--- src/rtl/tr_pkg.sv ---
// Shared types and constants for the ALU time-redundancy controller.
// The optional fault-injection ports are enabled with TR_FAULT_INJECT_EN.
package tr_pkg;

    localparam int unsigned DATA_W_DEF = 32;
    localparam int unsigned CNT_W_DEF  = 8;

    // Index of the ALU run being observed in the current cycle
    localparam logic [1:0] RUN_1 = 2'd1;
    localparam logic [1:0] RUN_2 = 2'd2;
    localparam logic [1:0] RUN_3 = 2'd3;

    typedef enum logic [1:0] {
        ST_IDLE  = 2'd0,
        ST_CHECK = 2'd1,
        ST_VOTE  = 2'd2
    } state_e;

endpackage

--- src/rtl/alu_time_redundancy_ctrl_if.sv ---
// Execute-stage bus between the pipeline and the time-redundancy controller.
// TR_FAULT_INJECT_EN adds the fault-injection inputs.
interface alu_time_redundancy_ctrl_if
    import tr_pkg::*;
#(
    parameter int unsigned DATA_W = DATA_W_DEF,
    parameter int unsigned CNT_W  = CNT_W_DEF
);

    logic              ExecValid;
    logic [DATA_W-1:0] ALU_Result_In;
    logic              ALU_Busy_Stall;
    logic [DATA_W-1:0] ALU_Result_Out;
    logic              Result_Valid;
    logic              ErrCorrected;
    logic              ErrUncorrectable;
    logic [CNT_W-1:0]  ErrCount;
`ifdef TR_FAULT_INJECT_EN
    logic [DATA_W-1:0] FaultInj;
    logic [1:0]        FaultInjRun;

    modport master (
        output ExecValid, ALU_Result_In, FaultInj, FaultInjRun,
        input  ALU_Busy_Stall, ALU_Result_Out, Result_Valid,
               ErrCorrected, ErrUncorrectable, ErrCount
    );
    modport slave (
        input  ExecValid, ALU_Result_In, FaultInj, FaultInjRun,
        output ALU_Busy_Stall, ALU_Result_Out, Result_Valid,
               ErrCorrected, ErrUncorrectable, ErrCount
    );
`else
    modport master (
        output ExecValid, ALU_Result_In,
        input  ALU_Busy_Stall, ALU_Result_Out, Result_Valid,
               ErrCorrected, ErrUncorrectable, ErrCount
    );
    modport slave (
        input  ExecValid, ALU_Result_In,
        output ALU_Busy_Stall, ALU_Result_Out, Result_Valid,
               ErrCorrected, ErrUncorrectable, ErrCount
    );
`endif

endinterface

--- src/rtl/tr_voter3.sv ---
// Combinational three-way majority voter with error classification.
module tr_voter3 #(
    parameter int unsigned DATA_W = 32
) (
    input  logic [DATA_W-1:0] a_i,
    input  logic [DATA_W-1:0] b_i,
    input  logic [DATA_W-1:0] c_i,
    output logic [DATA_W-1:0] y_o,
    output logic              corrected_o,
    output logic              uncorrectable_o
);

    // Pick the value backed by two runs; with no majority fall back to the first run
    always_comb begin
        y_o             = a_i;
        corrected_o     = 1'b0;
        uncorrectable_o = 1'b0;
        if (a_i == b_i) begin
            y_o = a_i;
        end else if (c_i == a_i) begin
            y_o         = a_i;
            corrected_o = 1'b1;
        end else if (c_i == b_i) begin
            y_o         = b_i;
            corrected_o = 1'b1;
        end else begin
            uncorrectable_o = 1'b1;
        end
    end

endmodule

--- src/rtl/alu_time_redundancy_ctrl.sv ---
// Time-redundancy controller: runs each ALU op twice on the shared ALU while
// F/D are frozen, and adds a voted third run when the first two disagree.
// Outputs are combinational so E/M captures the result as the stall drops.
// TR_FAULT_INJECT_EN enables per-run XOR fault injection on the ALU input.
module alu_time_redundancy_ctrl
    import tr_pkg::*;
#(
    parameter int unsigned DATA_W = DATA_W_DEF,
    parameter int unsigned CNT_W  = CNT_W_DEF
) (
    input  logic clk,
    input  logic rst,
    alu_time_redundancy_ctrl_if.slave bus
);

    state_e            state_q, state_d;
    logic [DATA_W-1:0] r1_q, r1_d;
    logic [DATA_W-1:0] r2_q, r2_d;
    logic [CNT_W-1:0]  cnt_q, cnt_d;

    logic [DATA_W-1:0] alu_c;
    logic [DATA_W-1:0] vote_y_c;
    logic              vote_corr_c;
    logic              vote_unc_c;
    logic              busy_c;
    logic              valid_c;
    logic [DATA_W-1:0] out_c;
    logic              corr_c;
    logic              unc_c;

`ifdef TR_FAULT_INJECT_EN
    logic [1:0] run_c;

    // Corrupt only the run selected by the bench/fault campaign
    always_comb begin
        run_c = RUN_1;
        case (state_q)
            ST_CHECK: run_c = RUN_2;
            ST_VOTE:  run_c = RUN_3;
            default:  run_c = RUN_1;
        endcase
        alu_c = bus.ALU_Result_In;
        if (bus.FaultInjRun == run_c) alu_c = bus.ALU_Result_In ^ bus.FaultInj;
    end
`else
    assign alu_c = bus.ALU_Result_In;
`endif

    tr_voter3 #(.DATA_W(DATA_W)) u_voter (
        .a_i             (r1_q),
        .b_i             (r2_q),
        .c_i             (alu_c),
        .y_o             (vote_y_c),
        .corrected_o     (vote_corr_c),
        .uncorrectable_o (vote_unc_c)
    );

    // Sequencing of the redundant runs and result selection
    always_comb begin
        state_d = state_q;
        r1_d    = r1_q;
        r2_d    = r2_q;
        busy_c  = 1'b0;
        valid_c = 1'b0;
        out_c   = '0;
        corr_c  = 1'b0;
        unc_c   = 1'b0;
        case (state_q)
            ST_IDLE: begin
                busy_c = bus.ExecValid;
                if (bus.ExecValid) begin
                    r1_d    = alu_c;
                    state_d = ST_CHECK;
                end
            end
            ST_CHECK: begin
                if (alu_c == r1_q) begin
                    valid_c = 1'b1;
                    out_c   = r1_q;
                    state_d = ST_IDLE;
                end else begin
                    r2_d    = alu_c;
                    busy_c  = 1'b1;
                    state_d = ST_VOTE;
                end
            end
            ST_VOTE: begin
                valid_c = 1'b1;
                out_c   = vote_y_c;
                corr_c  = vote_corr_c;
                unc_c   = vote_unc_c;
                state_d = ST_IDLE;
            end
            default: state_d = ST_IDLE;
        endcase
    end

    // Saturating count of corrected errors
    always_comb begin
        cnt_d = cnt_q;
        if (corr_c && (cnt_q != '1)) cnt_d = cnt_q + CNT_W'(1);
    end

    // State, capture registers and error counter
    always_ff @(posedge clk or negedge rst) begin
        if (!rst) begin
            state_q <= ST_IDLE;
            r1_q    <= '0;
            r2_q    <= '0;
            cnt_q   <= '0;
        end else begin
            state_q <= state_d;
            r1_q    <= r1_d;
            r2_q    <= r2_d;
            cnt_q   <= cnt_d;
        end
    end

    // Outputs are forced low while reset is held
    assign bus.ALU_Busy_Stall   = rst & busy_c;
    assign bus.Result_Valid     = rst & valid_c;
    assign bus.ALU_Result_Out   = rst ? out_c : '0;
    assign bus.ErrCorrected     = rst & corr_c;
    assign bus.ErrUncorrectable = rst & unc_c;
    assign bus.ErrCount         = cnt_q;

endmodule

--- src/flat_wrapper.sv ---
// flat-port wrapper written by rule: the top's interface ports become plain ports
module alu_time_redundancy_ctrl_flat import tr_pkg::*;
#(
    parameter int unsigned DATA_W = DATA_W_DEF,
    parameter int unsigned CNT_W  = CNT_W_DEF
)
  (clk, rst, bus_ExecValid, bus_ALU_Result_In, bus_ALU_Busy_Stall, bus_ALU_Result_Out, bus_Result_Valid, bus_ErrCorrected, bus_ErrUncorrectable, bus_ErrCount);
  alu_time_redundancy_ctrl_if #(.DATA_W(DATA_W), .CNT_W(CNT_W)) bus_i ();
  input  logic clk;
  input  logic rst;
  input wire logic [$bits(bus_i.ExecValid)-1:0] bus_ExecValid;
  input wire logic [$bits(bus_i.ALU_Result_In)-1:0] bus_ALU_Result_In;
  output wire logic [$bits(bus_i.ALU_Busy_Stall)-1:0] bus_ALU_Busy_Stall;
  output wire logic [$bits(bus_i.ALU_Result_Out)-1:0] bus_ALU_Result_Out;
  output wire logic [$bits(bus_i.Result_Valid)-1:0] bus_Result_Valid;
  output wire logic [$bits(bus_i.ErrCorrected)-1:0] bus_ErrCorrected;
  output wire logic [$bits(bus_i.ErrUncorrectable)-1:0] bus_ErrUncorrectable;
  output wire logic [$bits(bus_i.ErrCount)-1:0] bus_ErrCount;
  assign bus_i.ExecValid = bus_ExecValid;
  assign bus_i.ALU_Result_In = bus_ALU_Result_In;
  assign bus_ALU_Busy_Stall = bus_i.ALU_Busy_Stall;
  assign bus_ALU_Result_Out = bus_i.ALU_Result_Out;
  assign bus_Result_Valid = bus_i.Result_Valid;
  assign bus_ErrCorrected = bus_i.ErrCorrected;
  assign bus_ErrUncorrectable = bus_i.ErrUncorrectable;
  assign bus_ErrCount = bus_i.ErrCount;
  alu_time_redundancy_ctrl #(.DATA_W(DATA_W), .CNT_W(CNT_W)) u_core (.clk(clk), .rst(rst), .bus(bus_i));
endmodule
--- config.mk ---
export PLATFORM = sky130hd
export DESIGN_NAME = alu_time_redundancy_ctrl_flat
export DESIGN_NICKNAME = d
export VERILOG_FILES = /design/src/rtl/tr_pkg.sv /design/src/rtl/alu_time_redundancy_ctrl_if.sv /design/src/rtl/tr_voter3.sv /design/src/rtl/alu_time_redundancy_ctrl.sv /design/src/flat_wrapper.sv
export SDC_FILE = /design/constraint.sdc
export NUM_CORES = 1
export LEC_CHECK = 0
export ABC_CLOCK_PERIOD_IN_PS = 8300
export BUFFER_PORTS_ARGS = -buffer_cell sky130_fd_sc_hd__buf_2
export CORE_MARGIN = 1
export CORE_UTILIZATION = 57
export DETAILED_ROUTE_END_ITERATION = 8
export PLACE_DENSITY = 0.8
export SETUP_SLACK_MARGIN = 0.3
export SYNTH_ARGS = -nofsm -noshare
export SYNTH_HDL_FRONTEND = slang
export SYNTH_SLANG_ARGS = --single-unit
--- constraint.sdc ---
create_clock -name clk -period 8.3 [get_ports clk]
set_clock_uncertainty 0.2 [all_clocks]
set_input_delay 1.66 -clock clk [delete_from_list [all_inputs] [get_ports clk]]
set_output_delay 1.66 -clock clk [all_outputs]
set_load 0.01 [all_outputs]
==> insert_results.sql <==
INSERT INTO impl_metrics (metric_group, metric, value, unit) VALUES
('yosys', 'synth-compound-area-share', '7.156', '%'),
('cells_and_area', 'multi_input_comb_area', '2850', 'um2'),
('setup_path', 'timing.rr.start', 'u_core.r2_q[30]$_DFFE_PN0N_', ''),
('die', 'design.die.area', '8839', 'um2'),
('grt', 'busiest_layer', 'met2', ''),
('cells_and_area', 'sequential_cell_area', '1852', 'um2'),
('yosys', 'synth_simple_gate_area_share', '16.54', '%'),
('sta', 'setup-tns-final', '0', 'ps'),
('setup_path', 'crit_type', 'in2out', ''),
('grt', 'gr-usage-met1', '40.58', '%'),
('setup_path', 'setup.worst_path.end_class', 'output port', ''),
('placement', 'detailedPlacementHpwl', '9151', 'um'),
('die', 'ioPinCount', '79', ''),
('grt', 'grtUsageMet3', '7.201', '%'),
('yosys', 'synth.avg_cell_area', '10.07', 'um2'),
('yosys', 'synth_top_flop_cell', 'dfrtp_1', ''),
('power', 'leakage', '2.467', 'nW'),
('yosys', 'synth.largest_area_cell', 'dfrtp_1', ''),
('clock_tree', 'cts_hold_repair.buffers', '0', ''),
('yosys', 'post_synth_inst_count', '479', ''),
('sta', 'setup-violations-final', '0', ''),
('cells_and_area', 'final_cells', '653', ''),
('grt', 'grt_overall_usage', '31.63', '%'),
('die', 'fp.coreArea', '8217', 'um2'),
('clock_tree', 'tritoncts', 'yes', ''),
('yosys', 'syn-cell-area', '4826', 'um2'),
('clock_tree', 'cts.sinks', '74', ''),
('setup_path', 'worst_ep_arrival_time', '4330', 'ps'),
('cells_and_area', 'final_net_count', '582', ''),
('clock_tree', 'post_cts_gate_resize_count', '0', ''),
('sta', 'unrepaired_setup_endpoints_after_global_routing', 'false', ''),
('placement', 'placedCellCount', '637', ''),
('sta', 'achievable-frequency', '161.6', 'MHz'),
('yosys', 'synth_top_family_by_area', 'XOR/XNOR gates', ''),
('worst_hold_path', 'whs_endpoint', 'u_core.bus.ErrCount[7]$_DFFE_PN0P_', ''),
('power', 'power.density_cell_area', '332.8', 'nW/um2'),
('yosys', 'yosys_warnings', '0', ''),
('die', 'die_h', '94.02', 'um'),
('setup_path', 'reg2reg_to', 'u_core.bus.ErrCount[1]$_DFFE_PN0P_', ''),
('cells_and_area', 'final_layout_size_suffix_gt1_share', '28.47', '%'),
('setup_path', 'crit_fanout', '21', ''),
('yosys', 'yosys.cell_types.count', '29', ''),
('clock_tree', 'number_of_buffers_created_by_cts', '9', ''),
('detailed_routing', 'drt-vias-per-instance', '6.426', ''),
('sta', 'timing_hold_violations_final', '0', ''),
('grt', 'grt_pass1_vias', '3989', ''),
('detailed_routing', 'antenna_left', '0', ''),
('cells_and_area', 'antenna-diode-count', '0', ''),
('yosys', 'synth-edff-count', '0', ''),
('yosys', 'ys_top_cells_by_count', 'xor2_1, dfrtp_1, mux2_2', ''),
('sta', 'timing.final.crit_period', '6188', 'ps'),
('setup_path', 'startpoint_type', 'primary input', ''),
('yosys', 'synth.yosys.seq_area_share', '38.37', '%'),
('sta', 'worst-slew-pin-transition', '1106', 'ps'),
('setup_path', 'worst_r2r_path_depth', '7', ''),
('yosys', 'post_synth_mux_area_share', '15.37', '%'),
('yosys', 'postSynthRegisterBits', '74', ''),
('sta', 'final_critical_path_share_of_the_clock_period', '74.55', '%'),
('grt', 'globalRouteOverflowTotal', '0', ''),
('grt', 'grt_antenna_before_repair', '0', ''),
('setup_path', 'startpoint', 'bus_ALU_Result_In[28]', ''),
('yosys', 'synthArstFlopShare', '100.0', '%'),
('detailed_routing', 'drt_wl_total', '13180', 'um'),
('placement', 'numPortBuffers', '78', ''),
('outcome', 'run_status', 'complete, no violations', ''),
('clock_tree', 'clk_pin_slew_worst_paths', '70', 'ps'),
('sta', 'slew-limit-headroom', '26.28', '%'),
('yosys', 'synth_top_cell_area_share', '38.37', '%'),
('sta', 'timing_max_transition_violations_final', '0', ''),
('die', 'die-width', '94.02', 'um'),
('worst_hold_path', 'holdCritPathClass', 'reg2reg', '');
[cells by family after synthesis]
logic type	count (synthesis)
DFF	74
muxes	66
xor gates and xnor gates	103
adders and majority gates	4
buffers and inverters	35
AOI/OAI and AO/OA	45
and+or+nand+nor	152
[per-layer routing]
layer / part of all wire (%) / vias to the layer above / routed length [um]
li1: - / 1888 / -
met1: 40 / 2061 / 5328
met2: 48 / 206 / 6314
met3: 7.6 / 41 / 1001
met4: 4.0 / 0 / 533
met5: 0 / - / 0
[layout by cell type (no fill, tap or decap), types with 4 or more instances in the layout]
cell | netlist | layout
nor2_1 | 4 | 4
nand4_1 | 43 | 43
clkbuf_8 | 0 | 12
nand3_1 | 37 | 37
buf_4 | 0 | 8
o211ai_1 | 32 | 32
mux2_2 | 50 | 50
nand2_1 | 39 | 39
xnor2_1 | 24 | 24
ha_1 | 4 | 4
dfrtp_1 | 74 | 74
xor2_1 | 79 | 79
mux2_1 | 15 | 15
buf_2 | 4 | 77
nor4_1 | 21 | 20
[power breakdown]
part | internal (W) | switching [W] | leakage, nW
Combinational | 0.000369 | 0.000360 | 1.46
Clock | 0.000193 | 0.000137 | 0.119
Sequential | 0.000527 | 0.000254 | 0.887
Total | 0.00109 | 0.000750 | 2.47
[cell type report]
type,instances,area share (%)
tap,105,2.377
multi-input combinational,370,51.56
clock buffer,12,2.988
inverter,3,0.2037
sequential,74,33.50
clock inverter,4,1.313
timing repair buffer,85,8.058
[how the worst max path moves through the flow]
stage                                   to  depth (start not counted)
global route         bus_ALU_Result_Out[7]                          9
detailed placement  bus_ALU_Result_Out[20]                          9
floorplan                 bus_ErrCorrected                          8
CTS                 bus_ALU_Result_Out[20]                          9
global placement    bus_ALU_Result_Out[20]                          9
finish              bus_ALU_Result_Out[20]                          9
[critical path: stages]
cell	delay [ps]
buf_2	130
xor2_1	150
nor4_1	440
nand4_1	250
nor3_2	820
buf_4	400
o211ai_1	130
nand3_1	180
buf_2	150
[state kept, by name, summed over array words and instances (netlist names)]
register             count
u_core.r1_q             32
u_core.bus.ErrCount      8
u_core.state_q           2
u_core.r2_q             32
[through the flow]
| step | total power [W] | setup slack [ps] |
|---|---|---|
| 2_1_floorplan | 0.001251 | 3067 |
| 3_3_place_gp | 0.001467 | 2285 |
| 3_5_place_dp | 0.001493 | 2226 |
| 4_1_cts | 0.001833 | 2211 |
| 5_1_grt | 0.001939 | 1946 |
| 6_report | 0.001839 | 2112 |
Power figures use the tool's default switching activity.
